### src/rtl/sigma_delta_adc.sv
// Two-channel first-order sigma-delta ADC front end: comparator synchronisers,
// 1-bit feedback and 3rd-order CIC decimation (M = 1) to signed PCM.
module sigma_delta_adc #(
    parameter int unsigned DEC_LOG2 = 8,
    parameter int unsigned DW       = 18
) (
    input  logic          clk,
    input  logic          reset_n,
    input  logic          cmp_l,
    input  logic          cmp_r,
    output logic          fb_l,
    output logic          fb_r,
    output logic [DW-1:0] ldata,
    output logic [DW-1:0] rdata,
    output logic          sample_stb
);
    localparam int unsigned   AW      = 3 * DEC_LOG2 + 1;
    localparam logic [AW:0]   HALF_FS = {2'b00, 1'b1, {(AW-2){1'b0}}};
    localparam logic [DW-1:0] PCM_MAX = {1'b0, {(DW-1){1'b1}}};

    // Channel index 0 = left, 1 = right throughout.
    logic [1:0]          r_sync1;
    logic [1:0]          r_sync2;
    logic [AW-1:0]       r_i1 [2];
    logic [AW-1:0]       r_i2 [2];
    logic [AW-1:0]       r_i3 [2];
    logic [AW-1:0]       r_d1 [2];
    logic [AW-1:0]       r_d2 [2];
    logic [AW-1:0]       r_d3 [2];
    logic [DW-1:0]       r_data [2];
    logic [DEC_LOG2-1:0] r_cnt;
    logic [2:0]          r_warm;
    logic                r_stb;

    logic                w_tick;
    logic [AW-1:0]       w_c1 [2];
    logic [AW-1:0]       w_c2 [2];
    logic [AW-1:0]       w_c3 [2];
    logic [AW:0]         w_s [2];
    logic [DW-1:0]       w_pcm [2];

    assign w_tick = &r_cnt;

    always_comb begin
        for (int unsigned ch = 0; ch < 2; ch++) begin
            w_c1[ch] = r_i3[ch] - r_d1[ch];
            w_c2[ch] = w_c1[ch] - r_d2[ch];
            w_c3[ch] = w_c2[ch] - r_d3[ch];
            w_s[ch]  = {1'b0, w_c3[ch]} - HALF_FS;
            // c3 is an unsigned count in [0, R^3], so s never drops below -HALF_FS
            if (!w_s[ch][AW] && (w_s[ch][AW-1] || w_s[ch][AW-2])) begin
                w_pcm[ch] = PCM_MAX;
            end else begin
                w_pcm[ch] = w_s[ch][AW-2 -: DW];
            end
        end
    end

    // Combs are combinational on the tick cycle; PCM and strobe register on the
    // edge that ends it, so sample_stb lags the all-ones count by one clk.
    always_ff @(posedge clk or negedge reset_n) begin
        if (!reset_n) begin
            r_sync1 <= '0;
            r_sync2 <= '0;
            r_cnt   <= '0;
            r_warm  <= '0;
            r_stb   <= 1'b0;
            for (int unsigned ch = 0; ch < 2; ch++) begin
                r_i1[ch]   <= '0;
                r_i2[ch]   <= '0;
                r_i3[ch]   <= '0;
                r_d1[ch]   <= '0;
                r_d2[ch]   <= '0;
                r_d3[ch]   <= '0;
                r_data[ch] <= '0;
            end
        end else begin
            r_sync1 <= {cmp_r, cmp_l};
            r_sync2 <= r_sync1;
            r_cnt   <= r_cnt + 1'b1;
            r_stb   <= w_tick && r_warm[2];
            if (w_tick && (r_warm != 3'd7)) begin
                r_warm <= r_warm + 3'd1;
            end
            for (int unsigned ch = 0; ch < 2; ch++) begin
                r_i1[ch] <= r_i1[ch] + {{(AW-1){1'b0}}, r_sync2[ch]};
                r_i2[ch] <= r_i2[ch] + r_i1[ch];
                r_i3[ch] <= r_i3[ch] + r_i2[ch];
                if (w_tick) begin
                    r_d1[ch] <= r_i3[ch];
                    r_d2[ch] <= w_c1[ch];
                    r_d3[ch] <= w_c2[ch];
                    if (r_warm[2]) begin
                        r_data[ch] <= w_pcm[ch];
                    end
                end
            end
        end
    end

    assign fb_l       = r_sync2[0];
    assign fb_r       = r_sync2[1];
    assign ldata      = r_data[0];
    assign rdata      = r_data[1];
    assign sample_stb = r_stb;

endmodule
### config.mk
export PLATFORM = sky130hd
export DESIGN_NAME = sigma_delta_adc
export DESIGN_NICKNAME = d
export VERILOG_FILES = /design/src/rtl/sigma_delta_adc.sv
export SDC_FILE = /design/constraint.sdc
export NUM_CORES = 1
export LEC_CHECK = 0
export BUFFER_PORTS_ARGS = -buffer_cell sky130_fd_sc_hd__buf_2
export CAP_MARGIN = 20
export CORE_MARGIN = 4
export CORE_UTILIZATION = 30
export DETAILED_ROUTE_END_ITERATION = 8
export PLACE_DENSITY = 0.48
export SYNTH_ARGS = -nofsm -noshare
export SYNTH_HDL_FRONTEND = slang
export SYNTH_SLANG_ARGS = --single-unit
### constraint.sdc
create_clock -name clk -period 8.4 [get_ports clk]
set_clock_uncertainty 0.2 [all_clocks]
set_input_delay 0.84 -clock clk [delete_from_list [all_inputs] [get_ports clk]]
set_output_delay 0.84 -clock clk [all_outputs]
set_load 0.03 [all_outputs]
==> flow_summary.json, run 1 <==
{
  "slowest_delay_ps": 810,
  "path_max_fanout": 17,
  "synth_nets": 2665,
  "cp.required_ps": 8590,
  "synth_top_cell_by_area": "dfrtp_1",
  "clkTransAtPathRegs_ps": 60,
  "async_reset_ff_frac": 1.00,
  "slew_headroom": 0.330,
  "cts.sinks": 352,
  "worst_pin_slew_ps": 1000,
  "layout_common_cells": "352 x dfrtp_1, 245 x ha_1, 229 x nand2_1",
  "period_share": 0.830,
  "drt_pass1_iterations": 7,
  "synthFlopType": "dfrtp_1",
  "fin_cells": 3459,
  "r2r_slack_ps": 1430,
  "drt_iter0_drc": 778,
  "htreeDepth": 2,
  "synth_top_cell_area_share": 0.390,
  "drc": 0,
  "tns_ps": 0,
  "clk_latency_ps": 570,
  "ys_top_cells_by_area": "dfrtp_1 39%, ha_1 14%, xnor2_1 7.4%, o21ai_0 5.0%, nand2_1 3.8%",
  "period_needed_ps": 6970,
  "overflow": 0,
  "rows": 100,
  "core_area_mm2": 0.0746,
  "crit_top_cell": "o21ai_0",
  "post_synth_num_cell_types": 80,
  "tritoncts.num_buffers": 43,
  "syn_area_per_cell_um2": 9.38,
  "wl_per_cell_um": 13.3,
  "die_h_um": 282,
  "hold_path.class": "input pin to asynchronous set/reset pin",
  "post_cts_buffers": 0,
  "synth-edff-count": 0,
  "diodes": 0,
  "grt_pass1_wl_mm": 79.8,
  "portBuffers": 42,
  "synth-seq-area-share": 0.390,
  "start_util": 0.303,
  "rsz0062_at_grt": "false",
  "worstSetupPathType": "flip-flop to flip-flop",
  "crit_path_end_kind": "flip-flop",
  "die_w_um": 282,
  "die_area_mm2": 0.0797,
  "fmax_mhz": 143,
  "dp_cells": 3381,
  "area_growth_pct": 12.5,
  "drv_slew": 0,
  "grt_use_met1": 0.168,
  "syn-cell-area_mm2": 0.0226,
  "place_congestion": 0.795,
  "cts_tree": "yes",
  "grt-busiest-layer": "met2",
  "fillers": 7537,
  "wirelength_mm": 46.0,
  "status": "finished, final reports clean",
  "io_pins": 43,
  "drt-vias-per-instance": 4.80,
  "drive_above_1_share": 0.0731,
  "ys_ff_latch": 352,
  "fin_nets": 2714,
  "crit_path_top_delay_cell": "xor2_2",
  "finalSetupViolations": 0,
  "rr_startpoint": "r_i3[0]",
  "grt_pass1_vias": 16348,
  "syn_inst": 2408,
  "grt_start_max_net_pins": 134,
  "drtAntennaViolNets": 0,
  "track_usage": 0.117,
  "num_vias": 16591,
  "hold_viol": 0,
  "hpwlAfterDp_mm": 33.9,
  "clk_path_buf_depth": 3,
  "cts-root-buf": "clkbuf_16",
  "yosys_warnings": 0,
  "reg2regPathDepth": 29,
  "hold_buffers": 0,
  "final_common_cell": "dfrtp_1",
  "use_met3": 0.0161,
  "cts_resized": 0,
  "crit_path_start_kind": "flip-flop",
  "grt_antenna_before_repair": 0,
  "arrival_ps": 7160,
  "grtUsageMet2": 0.186,
  "reg2reg_to": "rdata[4]",
  "cap_violations": 0
}
==> synth_stat cells (4+ instances only) <==
cell and n:
o2111ai_1 4, o31a_1 7, xnor2_1 191, nor4_1 8, nor3_1 43, a21oi_1 150
mux2_2 13, a41oi_1 6, o21a_1 33, or2_2 8, a211o_1 5, ha_1 245
dfrtp_1 352, nand3_1 57, a31oi_2 11, a21o_1 57, inv_1 211, xor2_1 61
fa_1 8, a21boi_0 13, clkbuf_1 37, o21ba_2 4, o211ai_1 11, nand2b_1 29
o22a_1 17, nor2b_1 29, nor2_1 125, a31oi_1 24, and4_1 7, a211oi_1 14
a221oi_1 6, o21ai_1 4, o21bai_1 27, a31o_2 6, nand2_1 229, and2_1 8
nand4_1 22, o31ai_1 5, or3_1 11, o21ai_0 224, and3_1 28
==> worst max-delay path by stage <==
stage | depth (start not counted) | slack [ps] | to | startpoint
6_report | 29 | 1430 | rdata[4] | r_i3[0]
5_1_grt | 29 | 740 | rdata[1] | r_i3[0]
4_1_cts | 29 | 1370 | rdata[4] | r_i3[0]
3_5_place_dp | 29 | 1380 | rdata[4] | r_i3[0]
3_3_place_gp | 29 | 1530 | rdata[4] | r_i3[0]
2_1_floorplan | 31 | 2430 | rdata[6] | r_i3[0]
==> worst max-delay path: cells and delay by family (launching register included) <==
kind | cells | cell delay [ps]
AOI/OAI and AO/OA | 17 | 3400
adders and majority gates | 4 | 1070
xor gates and xnor gates | 3 | 1150
and+or+nand+nor | 4 | 490
DFF | 1 | 380
buffers and inverters | 1 | 80
==> registers in the layout, indices dropped and copies added, names as in the netlist <==
signal	count
r_i1	50
r_i3	50
r_d2	50
ldata	18
sample_stb	1
r_warm	3
r_d3	50
r_i2	50
r_sync2	2
rdata	18
r_d1	50
r_cnt	8
r_sync1	2
==> per-stage QoR <==
stage / utilization / setup slack [ps] / hold slack, ps / instance area (um2)
floorplan: - / 2430 / 131 / 22600
global placement: 0.320 / 1530 / 133 / 23900
detailed placement: 0.320 / 1380 / 136 / 23900
CTS: 0.341 / 1370 / 149 / 25400
global route: 0.341 / 740 / 154 / 25400
finish: 0.341 / 1430 / 134 / 25400
==> kinds of logic after synthesis <==
| group | Yosys count | synth area share |
|---|---|---|
| AND/OR/NAND/NOR | 613 | 0.127 |
| AO/OA/AOI/OAI | 663 | 0.187 |
| flip-flops | 352 | 0.390 |
| XOR/XNOR | 256 | 0.102 |
| adder cells (fa/ha/maj) | 253 | 0.143 |
| multiplexers | 15 | 0.00737 |
| buffers and inverters | 256 | 0.0446 |
==> routing by layer <==
metal  vias up  part of all wire
met5         -                 0
met3        65             0.026
li1       8566                 -
met1      7811              0.52
met4         0             0.024
met2       149              0.43
==> cell type report <==
type	count	area (um2)	share of cell area
Tap cell	969	1210	0.0477
Clock buffer	66	1340	0.0529
Clock inverter	12	181	0.00714
Timing Repair Buffer	49	298	0.0117
Inverter	211	792	0.0312
Multi-Input combinational cell	1800	12800	0.503
Sequential cell	352	8810	0.347
Power of run 1 is not shown: default switching activity piles up to over one toggle a cycle in this logic, so the estimate is an artifact.
==> run 2: changes to the inputs <==
PLACE_DENSITY = 0.5   (was 0.48)
clock period = 6.2 ns   (was 8.4 ns; I/O delays follow)
==> flow_summary.json, run 2 (same netlist as run 1, synthesis figures left out) <==
{
  "wl_per_cell_um": 13.3,
  "wl_met2_mm": 20.8,
  "status": "finished, final reports clean",
  "place_congestion": 0.813,
  "cts-root-buf": "clkbuf_16",
  "hold_path.class": "flip-flop to flip-flop",
  "area_growth_pct": 16.6,
  "hpwlAfterDp_mm": 33.7,
  "cap_violations": 0,
  "drc": 0,
  "drive_above_1_share": 0.120,
  "drtAntennaViolNets": 0,
  "cts_tree": "yes",
  "wirelength_mm": 46.7,
  "grt_pass1_vias": 16596,
  "slew_headroom": 0.396,
  "met1Wirelength_mm": 23.7,
  "overflow": 0,
  "hold_path_depth": 0,
  "clkTransAtPathRegs_ps": 60,
  "crit_top_cell": "a211oi_2",
  "die_area_mm2": 0.0797,
  "track_usage": 0.117,
  "hold_path.startpoint": "r_sync1[1]",
  "reg2regPathDepth": 28,
  "grt_start_max_net_pins": 155,
  "dr_wl_met3_mm": 1.22,
  "grt_antenna_before_repair": 0,
  "finalSetupViolations": 0,
  "crit_path_end_kind": "flip-flop",
  "drv_slew": 0,
  "place_area_mm2": 0.0241,
  "path_max_fanout": 8,
  "clk_latency_ps": 570,
  "drt-vias-per-instance": 4.75,
  "worst_pin_slew_ps": 905,
  "period_share": 0.973,
  "diodes": 0,
  "fmax_mhz": 166,
  "drt_pass1_iterations": 5,
  "routed.top_layer": "met4",
  "reg2reg_to": "rdata[7]",
  "core_area_mm2": 0.0746,
  "tritoncts.num_buffers": 44,
  "cts.sinks": 352,
  "crit_path_start_kind": "flip-flop",
  "htreeDepth": 2,
  "worstSetupPathType": "flip-flop to flip-flop",
  "num_vias": 16728,
  "fin_nets": 2781,
  "fin_area_mm2": 0.0263,
  "grt_pass1_wl_mm": 79.9,
  "io_pins": 43,
  "crit_path_top_delay_cell": "dfrtp_1",
  "cp.required_ps": 6420,
  "clk_path_buf_depth": 3,
  "slowest_delay_ps": 410,
  "start_util": 0.303,
  "utilization": 0.353,
  "holdPathEnd": "r_sync2[1]",
  "portBuffers": 42,
  "die_w_um": 282,
  "drt_iter0_drc": 781,
  "rr_startpoint": "r_d1[0]",
  "layout_common_cells": "352 x dfrtp_1, 240 x ha_1, 229 x nand2_1",
  "period_needed_ps": 6030,
  "arrival_ps": 6250,
  "die_h_um": 282,
  "rsz0062_at_grt": "true",
  "r2r_slack_ps": 170,
  "hold_viol": 0,
  "rows": 100,
  "final_common_cell": "dfrtp_1"
}
[run 2: cell types whose count changed in the layout (fill, tap and decap cells not counted), sizes merged, moves of 2 or more]
cell         change
buf             +59
bufinv           -2
clkbuf           +3
dlygate4sd3      +3
[run 2: layout make-up]
class / count / area [um2]
multi-input cells: 1800 / 13200
fillers: 7471 / 48200
clock inverters: 11 / 120
inverters: 211 / 792
clock buffers: 65 / 1320
well taps: 969 / 1210
repair buffers: 115 / 920
flip-flops and latches: 352 / 8810
[run 2: per-layer routing]
layer	GRT usage	vias to the layer above
met5	0	-
met4	0.0305	0
met3	0.0166	69
met2	0.188	135
met1	0.165	7830
li1	-	8694
[run 2: worst max path at each step]
stage / startpoint / to / slack [ps]
6_report: r_d1[0] / rdata[7] / 170
4_1_cts: r_i3[0] / rdata[0] / 9
2_1_floorplan: r_i3[0] / rdata[6] / 230
3_3_place_gp: r_i3[0] / rdata[5] / 40
5_1_grt: r_i3[0] / rdata[14] / -200
3_5_place_dp: r_i3[0] / rdata[0] / -90
[run 2: what timing repair did]
action | in CTS | in global routing
setup endpoints to repair | 17 | 36
setup buffers | 0 | 28
gates cloned | 0 | 4
resized for setup | 3 | 90
hold endpoints to repair | 72 | 0
pin swaps | 0 | 82
hold buffers | 3 | 0
[run 2: critical path, delay by kind of cell, from the launching register on]
family / cells / cell delay, ps
buf+inv: 2 / 270
compound gates: 15 / 2670
xor+xnor: 3 / 580
fa+ha+maj: 4 / 1270
simple gates: 4 / 500
flops: 1 / 410
[run 2: per-stage QoR]
stage / cells / setup slack [ps] / setup TNS [ps] / hold WS [ps]
after floorplan: 2408 / 232 / 0 / 124
after global placement: 3412 / 39.6 / 0 / 132
after detailed placement: 3412 / -86.8 / -1320 / 136
after CTS: 3491 / 8.60 / 0 / 150
after global routing: 3523 / -195 / -3010 / 153
final: 3523 / 167 / 0 / 148
Power of run 2 is left out for the same reason.
